[src/rtl/fp_array_adder_pkg.sv]
// Shared types and float32 constants for the array-sum accelerator.
//   state_t   : job sequencing states of the top FSM
//   EXP_W/MAN_W/BIAS : float32 field layout
//   QNAN / POS_INF / NEG_INF : canonical special results
//   lzc27     : leading-zero count of a 27-bit aligned significand
package fp_array_adder_pkg;

  typedef enum logic [1:0] {
    ST_LOAD  = 2'd0,
    ST_READY = 2'd1,
    ST_ADD   = 2'd2,
    ST_SEND  = 2'd3
  } state_t;

  localparam int unsigned EXP_W = 8;
  localparam int unsigned MAN_W = 23;
  localparam int unsigned BIAS  = 127;

  localparam logic [31:0] QNAN    = 32'h7FC0_0000;
  localparam logic [31:0] POS_INF = 32'h7F80_0000;
  localparam logic [31:0] NEG_INF = 32'hFF80_0000;

  // Returns 27 for an all-zero input; otherwise distance of the top set bit from bit 26.
  function automatic logic [4:0] lzc27(input logic [26:0] v);
    logic [4:0] n;
    n = 5'd27;
    for (int i = 0; i < 27; i++) begin
      if (v[i]) n = 5'(26 - i);
    end
    return n;
  endfunction

endpackage

[src/rtl/fp_add32.sv]
// Combinational float32 adder: align, add/subtract, normalise, round-to-nearest-even.
// Subnormal operands/results flush to signed zero; NaN or inf-inf gives QNAN;
// exact cancellation gives +0; overflow gives signed infinity.
// Ports:
//   a, b   : float32 operands
//   sum_c  : float32 sum (combinational)
module fp_add32
  import fp_array_adder_pkg::*;
(
  input  logic [31:0] a,
  input  logic [31:0] b,
  output logic [31:0] sum_c
);

  localparam int unsigned SIG_W   = MAN_W + 1;  // significand with hidden bit
  localparam int unsigned ALN_W   = SIG_W + 3;  // plus guard, round, sticky
  localparam int          EXP_MAX = int'(2 * BIAS + 1);

  logic             sa, sb;
  logic [EXP_W-1:0] ea, eb;
  logic [MAN_W-1:0] fa, fb;
  logic             a_nan, b_nan, a_inf, b_inf, a_zero, b_zero;

  assign {sa, ea, fa} = a;
  assign {sb, eb, fb} = b;

  assign a_nan  = (ea == '1) && (fa != '0);
  assign b_nan  = (eb == '1) && (fb != '0);
  assign a_inf  = (ea == '1) && (fa == '0);
  assign b_inf  = (eb == '1) && (fb == '0);
  assign a_zero = (ea == '0);  // zero or subnormal, both treated as zero
  assign b_zero = (eb == '0);

  logic             sx;
  logic [EXP_W-1:0] ex, ey, d;
  logic [MAN_W-1:0] fx, fy;
  logic [4:0]       dd, lz;
  logic [2*ALN_W-1:0] shl;
  logic [ALN_W-1:0] mx_al, my_al, norm;
  logic [ALN_W:0]   raw;
  logic             eff_sub, round_up;
  logic [SIG_W-1:0] rnd;
  int               exp_n, exp_r;

  // Finite-operand datapath followed by special-case override.
  always_comb begin
    sum_c    = '0;
    sx       = sa;
    ex       = ea;
    ey       = eb;
    fx       = fa;
    fy       = fb;
    eff_sub  = sa ^ sb;
    norm     = '0;
    lz       = '0;
    exp_n    = 0;

    // Larger magnitude becomes x so the result sign is sx and d is non-negative.
    if ({eb, fb} > {ea, fa}) begin
      sx = sb;
      ex = eb;
      ey = ea;
      fx = fb;
      fy = fa;
    end

    d     = ex - ey;
    dd    = (d > EXP_W'(ALN_W)) ? 5'(ALN_W + 1) : d[4:0];
    mx_al = {1'b1, fx, 3'b000};
    shl   = {{1'b1, fy, 3'b000}, ALN_W'(0)} >> dd;
    my_al = shl[2*ALN_W-1:ALN_W] | {{(ALN_W-1){1'b0}}, |shl[ALN_W-1:0]};

    raw = eff_sub ? ({1'b0, mx_al} - {1'b0, my_al})
                  : ({1'b0, mx_al} + {1'b0, my_al});

    if (raw[ALN_W]) begin
      // Carry out: shift right one, folding the dropped bit into sticky.
      norm  = {raw[ALN_W:2], raw[1] | raw[0]};
      exp_n = int'(ex) + 1;
    end else begin
      lz    = lzc27(raw[ALN_W-1:0]);
      norm  = raw[ALN_W-1:0] << lz;
      exp_n = int'(ex) - int'(lz);
    end

    round_up = norm[2] & (norm[1] | norm[0] | norm[3]);
    rnd      = {1'b0, norm[ALN_W-2:3]} + SIG_W'(round_up);
    exp_r    = exp_n + int'(rnd[SIG_W-1]);  // mantissa overflow bumps exponent

    if (raw == '0) begin
      sum_c = 32'h0000_0000;
    end else if (exp_r >= EXP_MAX) begin
      sum_c = sx ? NEG_INF : POS_INF;
    end else if (exp_r <= 0 || !norm[ALN_W-1]) begin
      sum_c = {sx, 31'd0};
    end else begin
      sum_c = {sx, EXP_W'(exp_r), rnd[MAN_W-1:0]};
    end

    if (a_nan || b_nan) begin
      sum_c = QNAN;
    end else if (a_inf && b_inf) begin
      sum_c = (sa != sb) ? QNAN : a;
    end else if (a_inf) begin
      sum_c = a;
    end else if (b_inf) begin
      sum_c = b;
    end else if (a_zero && b_zero) begin
      sum_c = {sa & sb, 31'd0};
    end else if (a_zero) begin
      sum_c = b;
    end else if (b_zero) begin
      sum_c = a;
    end
  end

endmodule

[src/rtl/fp_array_adder.sv]
// AXI-Stream float32 array summer: buffers up to SIZE operands from the slave
// stream, sums them one add per cycle after a start pulse, and returns the sum
// as a single TLAST beat on the master stream.
// Optional build macro: FP_ARRAY_ADDER_AUTOSTART_EN -- summation begins as soon
// as loading completes; the start input is then ignored.
// Ports:
//   s00_axi_aclk / s00_axi_aresetn : clock, synchronous active-low reset
//   s00_axis_*                     : operand input stream (tready/tdata/tlast/tvalid)
//   m00_axis_*                     : result output stream (tvalid/tdata/tstrb/tlast/tready)
//   start                          : one-cycle pulse to begin summation
module fp_array_adder
  import fp_array_adder_pkg::*;
#(
  parameter int unsigned SIZE       = 10,
  parameter int unsigned DATA_WIDTH = 32
) (
  input  logic                      s00_axi_aclk,
  input  logic                      s00_axi_aresetn,
  output logic                      s00_axis_tready,
  input  logic [DATA_WIDTH-1:0]     s00_axis_tdata,
  input  logic                      s00_axis_tlast,
  input  logic                      s00_axis_tvalid,
  output logic                      m00_axis_tvalid,
  output logic [DATA_WIDTH-1:0]     m00_axis_tdata,
  output logic [(DATA_WIDTH/8)-1:0] m00_axis_tstrb,
  output logic                      m00_axis_tlast,
  input  logic                      m00_axis_tready,
  input  logic                      start
);

  if (DATA_WIDTH != 32) begin : g_bad_width
    $error("fp_array_adder supports DATA_WIDTH=32 only");
  end

  localparam int unsigned CNT_W = $clog2(SIZE + 1);
  localparam int unsigned IDX_W = (SIZE > 1) ? $clog2(SIZE) : 1;

  state_t            state_q, state_d;
  logic [CNT_W-1:0]  count_q;
  logic [IDX_W-1:0]  add_idx_q;
  logic [31:0]       acc_q;
  logic [31:0]       mem_q [SIZE];
  logic              s_tready_q, m_tvalid_q, m_tlast_q;
  logic [31:0]       m_tdata_q;
  logic [31:0]       sum_c;
  logic              beat_c, load_done_c, add_done_c, m_hs_c;

  assign beat_c      = s_tready_q & s00_axis_tvalid;
  assign load_done_c = beat_c & (s00_axis_tlast | (count_q == CNT_W'(SIZE - 1)));
  assign add_done_c  = (add_idx_q == IDX_W'(SIZE - 1));
  assign m_hs_c      = m_tvalid_q & m00_axis_tready;

  fp_add32 u_add (
    .a     (acc_q),
    .b     (mem_q[add_idx_q]),
    .sum_c (sum_c)
  );

  // Job sequencing.
  always_comb begin
    state_d = state_q;
    case (state_q)
      ST_LOAD: begin
        if (load_done_c) begin
`ifdef FP_ARRAY_ADDER_AUTOSTART_EN
          state_d = ST_ADD;
`else
          state_d = ST_READY;
`endif
        end
      end
      ST_READY: if (start)      state_d = ST_ADD;
      ST_ADD:   if (add_done_c) state_d = ST_SEND;
      ST_SEND:  if (m_hs_c)     state_d = ST_LOAD;
      default:                  state_d = ST_LOAD;
    endcase
  end

  // State, buffer, accumulator and registered stream outputs.
  always_ff @(posedge s00_axi_aclk) begin
    if (!s00_axi_aresetn) begin
      state_q    <= ST_LOAD;
      count_q    <= '0;
      add_idx_q  <= '0;
      acc_q      <= '0;
      s_tready_q <= 1'b1;
      m_tvalid_q <= 1'b0;
      m_tlast_q  <= 1'b0;
      m_tdata_q  <= '0;
      for (int i = 0; i < int'(SIZE); i++) mem_q[i] <= '0;
    end else begin
      state_q    <= state_d;
      // Handshake flags track the state being entered so they align with it.
      s_tready_q <= (state_d == ST_LOAD);
      m_tvalid_q <= (state_d == ST_SEND);
      m_tlast_q  <= (state_d == ST_SEND);

      if (beat_c) begin
        mem_q[IDX_W'(count_q)] <= s00_axis_tdata;
        count_q                <= count_q + CNT_W'(1);
      end

      if (state_q != ST_ADD && state_d == ST_ADD) begin
        acc_q     <= '0;
        add_idx_q <= '0;
      end else if (state_q == ST_ADD) begin
        acc_q     <= sum_c;
        add_idx_q <= add_idx_q + IDX_W'(1);
        if (add_done_c) m_tdata_q <= sum_c;
      end

      if (state_q == ST_SEND && m_hs_c) begin
        count_q <= '0;
        for (int i = 0; i < int'(SIZE); i++) mem_q[i] <= '0;
      end
    end
  end

  assign s00_axis_tready = s_tready_q;
  assign m00_axis_tvalid = m_tvalid_q;
  assign m00_axis_tdata  = m_tdata_q;
  assign m00_axis_tlast  = m_tlast_q;
  assign m00_axis_tstrb  = '1;

endmodule

[config.mk]
export PLATFORM = sky130hd
export DESIGN_NAME = fp_array_adder
export DESIGN_NICKNAME = d
export VERILOG_FILES = /design/src/rtl/fp_array_adder_pkg.sv /design/src/rtl/fp_add32.sv /design/src/rtl/fp_array_adder.sv
export SDC_FILE = /design/constraint.sdc
export NUM_CORES = 1
export LEC_CHECK = 0
export CAP_MARGIN = 15
export CORE_MARGIN = 5
export CORE_UTILIZATION = 52
export CTS_CLUSTER_SIZE = 24
export DETAILED_ROUTE_END_ITERATION = 6
export PLACE_DENSITY = 0.71
export SLEW_MARGIN = 20
export SYNTH_ARGS = -nofsm -noshare
export SYNTH_HDL_FRONTEND = slang
export SYNTH_SLANG_ARGS = --single-unit
[constraint.sdc]
create_clock -name s00_axi_aclk -period 44.9 [get_ports s00_axi_aclk]
set_input_delay 13.47 -clock s00_axi_aclk [delete_from_list [all_inputs] [get_ports s00_axi_aclk]]
set_output_delay 13.47 -clock s00_axi_aclk [all_outputs]
set_load 0.05 [all_outputs]
==> flow_metrics.env <==
export IMPL_outcome="complete, but fails checks"
export IMPL_violations="design-rule violations"
export IMPL_power_density_nw_per_um2=71.3
export IMPL_yosys_area_share_simple=0.188
export IMPL_crit_top_cell="a21oi_1"
export IMPL_clkLatencyLatePin_ns=0.61
export IMPL_vias_per_cell=6.82
export IMPL_critPathMaxFanout=52
export IMPL_rsz0062_at_grt="no"
export IMPL_async_reset_ff_frac=0
export IMPL_drive_gt1_frac=0.132
export IMPL_detail_route_antenna_nets=0
export IMPL_clk_path_buf_depth=3
export IMPL_synth_avg_cell_area_um2=10.6
export IMPL_grt_max_degree=55
export IMPL_slew_viol_final=0
export IMPL_die_area_um2=78300
export IMPL_hold_viol=0
export IMPL_grtUsageTotal=0.324
export IMPL_clk_pin_slew_worst_paths_ns=0.06
export IMPL_final_period_utilization=0.492
export IMPL_initial_core_util=0.521
export IMPL_synth_ff_type="edfxtp_1"
export IMPL_path_class="flop to flop"
export IMPL_grt_overflow=0
export IMPL_routed_wl_um=131000
export IMPL_drc=2
export IMPL_area_growth_pct=9.22
export IMPL_hold_ws_ns=0.467
export IMPL_drv_cap=0
export IMPL_grt_antenna_before_repair=0
export IMPL_post_drt_wl_per_cell_um=28.8
export IMPL_worst_slew_pin_slew_ns=1.10
export IMPL_postCtsSetupRepairBufs=0
export IMPL_max_freq_ghz=0.0452
export IMPL_netlist_area_um2=37800
export IMPL_grt_pass1_vias=29700
export IMPL_finalNetCount=3685
export IMPL_fin_skew_ns=0.0429
export IMPL_cts_sinks=592
export IMPL_diodes=0
export IMPL_ys_seq_area_frac=0.449
export IMPL_ys_ff_latch=592
export IMPL_critical_path_slowest_cell="nor3_1"
export IMPL_synth_top_family_by_area="simple AND/OR/NAND/NOR gates"
export IMPL_max_slew_margin=0.259
export IMPL_dr_total_vias=31000
export IMPL_cts_made_buffers=53
export IMPL_syn_inst=3562
export IMPL_synth_edf_count=512
export IMPL_grt_pass1_wl_um=193000
export IMPL_fillCellCount=6146
export IMPL_endpoint_kind="flop"
export IMPL_tns_ns=0
export IMPL_die_w_um=280
export IMPL_firstDrtPassIters=7
export IMPL_required_ns=45.44
export IMPL_rows=99
export IMPL_core_area_um2=72600
export IMPL_hold_buffers=0
export IMPL_muxShareOfSynthArea=0.118
export IMPL_cts_root_buf="clkbuf_16"
export IMPL_synth_cell_type_count=121
export IMPL_hpwl_um=88800
export IMPL_setup_viol=0
export IMPL_synth_yosys_warnings=0
export IMPL_htreeDepth=2
export IMPL_power_leakage_nw=14.7
export IMPL_port_buffers=72
export IMPL_critPathArrivalTime_ns=22.64
export IMPL_synth_compound_area_frac=0.155
export IMPL_synth_fa_ha_area_frac=0.0351
export IMPL_synthXorXnorAreaFrac=0.0141
export IMPL_cts_resized=0
export IMPL_drt_iter0_markers=4303
export IMPL_ios=77
export IMPL_cp_slowest_stage_delay_ns=0.85
export IMPL_period_needed_ns=22.10
export IMPL_gp_congestion=1.02
export IMPL_cts_tree="done"
export IMPL_die_y_um=280
export IMPL_min_path_type="flop to flop"
export IMPL_start_kind="flop"
export IMPL_irDropWorstVdd_mv=0.0548
==> through the flow <==
stage          cells  area (um^2)  power [mW]  worst slack (ns)   util
2_1_floorplan   3565        37900        1.87             26.87      -
3_5_place_dp    4446        39500        2.40             23.27  0.545
6_report        4544        41300        2.95             22.80  0.569
5_1_grt         4544        41300        3.06             21.05  0.569
3_3_place_gp    4446        39500        2.43             23.39  0.545
4_1_cts         4544        41300        2.87             23.16  0.569
==> cell usage after synthesis (all sizes together) (12+ instances only) <==
library cell / n / area (um^2)
dfxtp: 80 / 1600
edfxtp: 512 / 15400
o31ai: 34 / 265
clkbuf: 142 / 533
o21a: 19 / 143
a221oi: 27 / 274
o21bai: 13 / 97.6
ha: 103 / 1290
nand2b: 17 / 106
o211ai: 36 / 275
nand3: 98 / 500
mux4: 146 / 3290
nor3: 96 / 522
buf: 93 / 543
o22ai: 25 / 156
a211oi: 49 / 410
mux2: 35 / 394
xnor2: 44 / 393
and2: 349 / 2180
or2: 24 / 153
a221o: 16 / 160
a31oi: 34 / 213
nand2: 273 / 1030
o32ai: 12 / 124
mux2i: 79 / 795
a211o: 20 / 175
o211a: 14 / 140
nand4: 39 / 263
a21o: 30 / 225
a21boi: 12 / 101
or3: 36 / 225
nor2: 274 / 1040
a2111oi: 18 / 208
a22oi: 25 / 188
inv: 131 / 494
o21ai: 129 / 664
a21oi: 207 / 1040
xor2: 15 / 139
and3: 29 / 186
nor4: 56 / 375
==> cell families (layout without fill, tap and decap cells) <==
| family | Yosys count | count (layout) |
|---|---|---|
| AOI/OAI and AO/OA | 825 | 825 |
| xor gates and xnor gates | 59 | 59 |
| adders and majority gates | 105 | 105 |
| buffers and inverters | 367 | 387 |
| DFF | 592 | 592 |
| muxes | 260 | 260 |
| other | 1 | 4 |
| and+or+nand+nor | 1353 | 1353 |
==> routing by layer <==
layer  track usage  share of wire  vias to the layer above
li1              -              -                    13500
met1         0.419           0.37                    15000
met2         0.538           0.47                     1990
met3        0.0537          0.097                      480
met4         0.156          0.063                        0
met5             0              0                        -
==> area by class of cell <==
cell class | instances | area, um^2 | share of cell area
inverters | 132 | 498 | 0.0120
clock inverters | 34 | 395 | 0.00957
clock buffers | 64 | 1400 | 0.0338
multi-input cells | 2606 | 19500 | 0.472
flip-flops and latches | 592 | 17000 | 0.411
repair buffers | 157 | 1360 | 0.0329
well taps | 959 | 1200 | 0.0290
==> where the power goes <==
group	total [mW]	internal, mW	switching [mW]
clock	0.471	0.269	0.202
combinational	1.85	0.595	1.25
sequential	0.626	0.615	0.0110
==> state kept, by name (all words and copies together) (netlist names), named ones only <==
signal,cells
state_q,2
add_idx_q,4
m00_axis_tdata,32
s00_axis_tready,1
acc_q,32
count_q,4
mem_q,512
m00_axis_tlast,1
==> worst max-delay path, delay by kind of cell, from the launching register on <==
family | cells | cell delay, ns
compound gates | 32 | 8.51
xor+xnor | 1 | 0.29
flops | 1 | 0.71
buf+inv | 7 | 2.82
simple gates | 24 | 6.92
mux | 3 | 0.99
fa+ha+maj | 6 | 1.63
==> layout by cell type (no fill, tap or decap), types with 28 or more instances in the layout <==
cell / count
a211oi_1: 42
a21o_1: 30
a21oi_1: 206
a31oi_1: 34
and2_1: 346
and3_1: 28
buf_4: 85
clkbuf_16: 53
clkdlybuf4s50_1: 72
dfxtp_1: 76
edfxtp_1: 512
ha_1: 103
inv_1: 126
mux2_2: 35
mux2i_1: 78
mux4_2: 146
nand2_1: 268
nand3_1: 96
nand4_1: 36
nor2_1: 258
nor3_1: 85
nor4_1: 51
o211ai_1: 35
o21ai_0: 109
o31ai_1: 32
or3_1: 36
xnor2_1: 43
==> worst paths after layout <==
path	from	endpoint	slack, ns	depth (start not counted)
setup reg to reg	flop	acc_q[3]	22.80	73
hold / removal	m00_axis_tdata[15]	m00_axis_tdata[15]	0.47	2
hold reg to reg	m00_axis_tdata[15]	m00_axis_tdata[15]	0.47	2
setup / recovery	flop	acc_q[3]	22.80	73
Note: power is estimated with default switching activity, not from simulation.
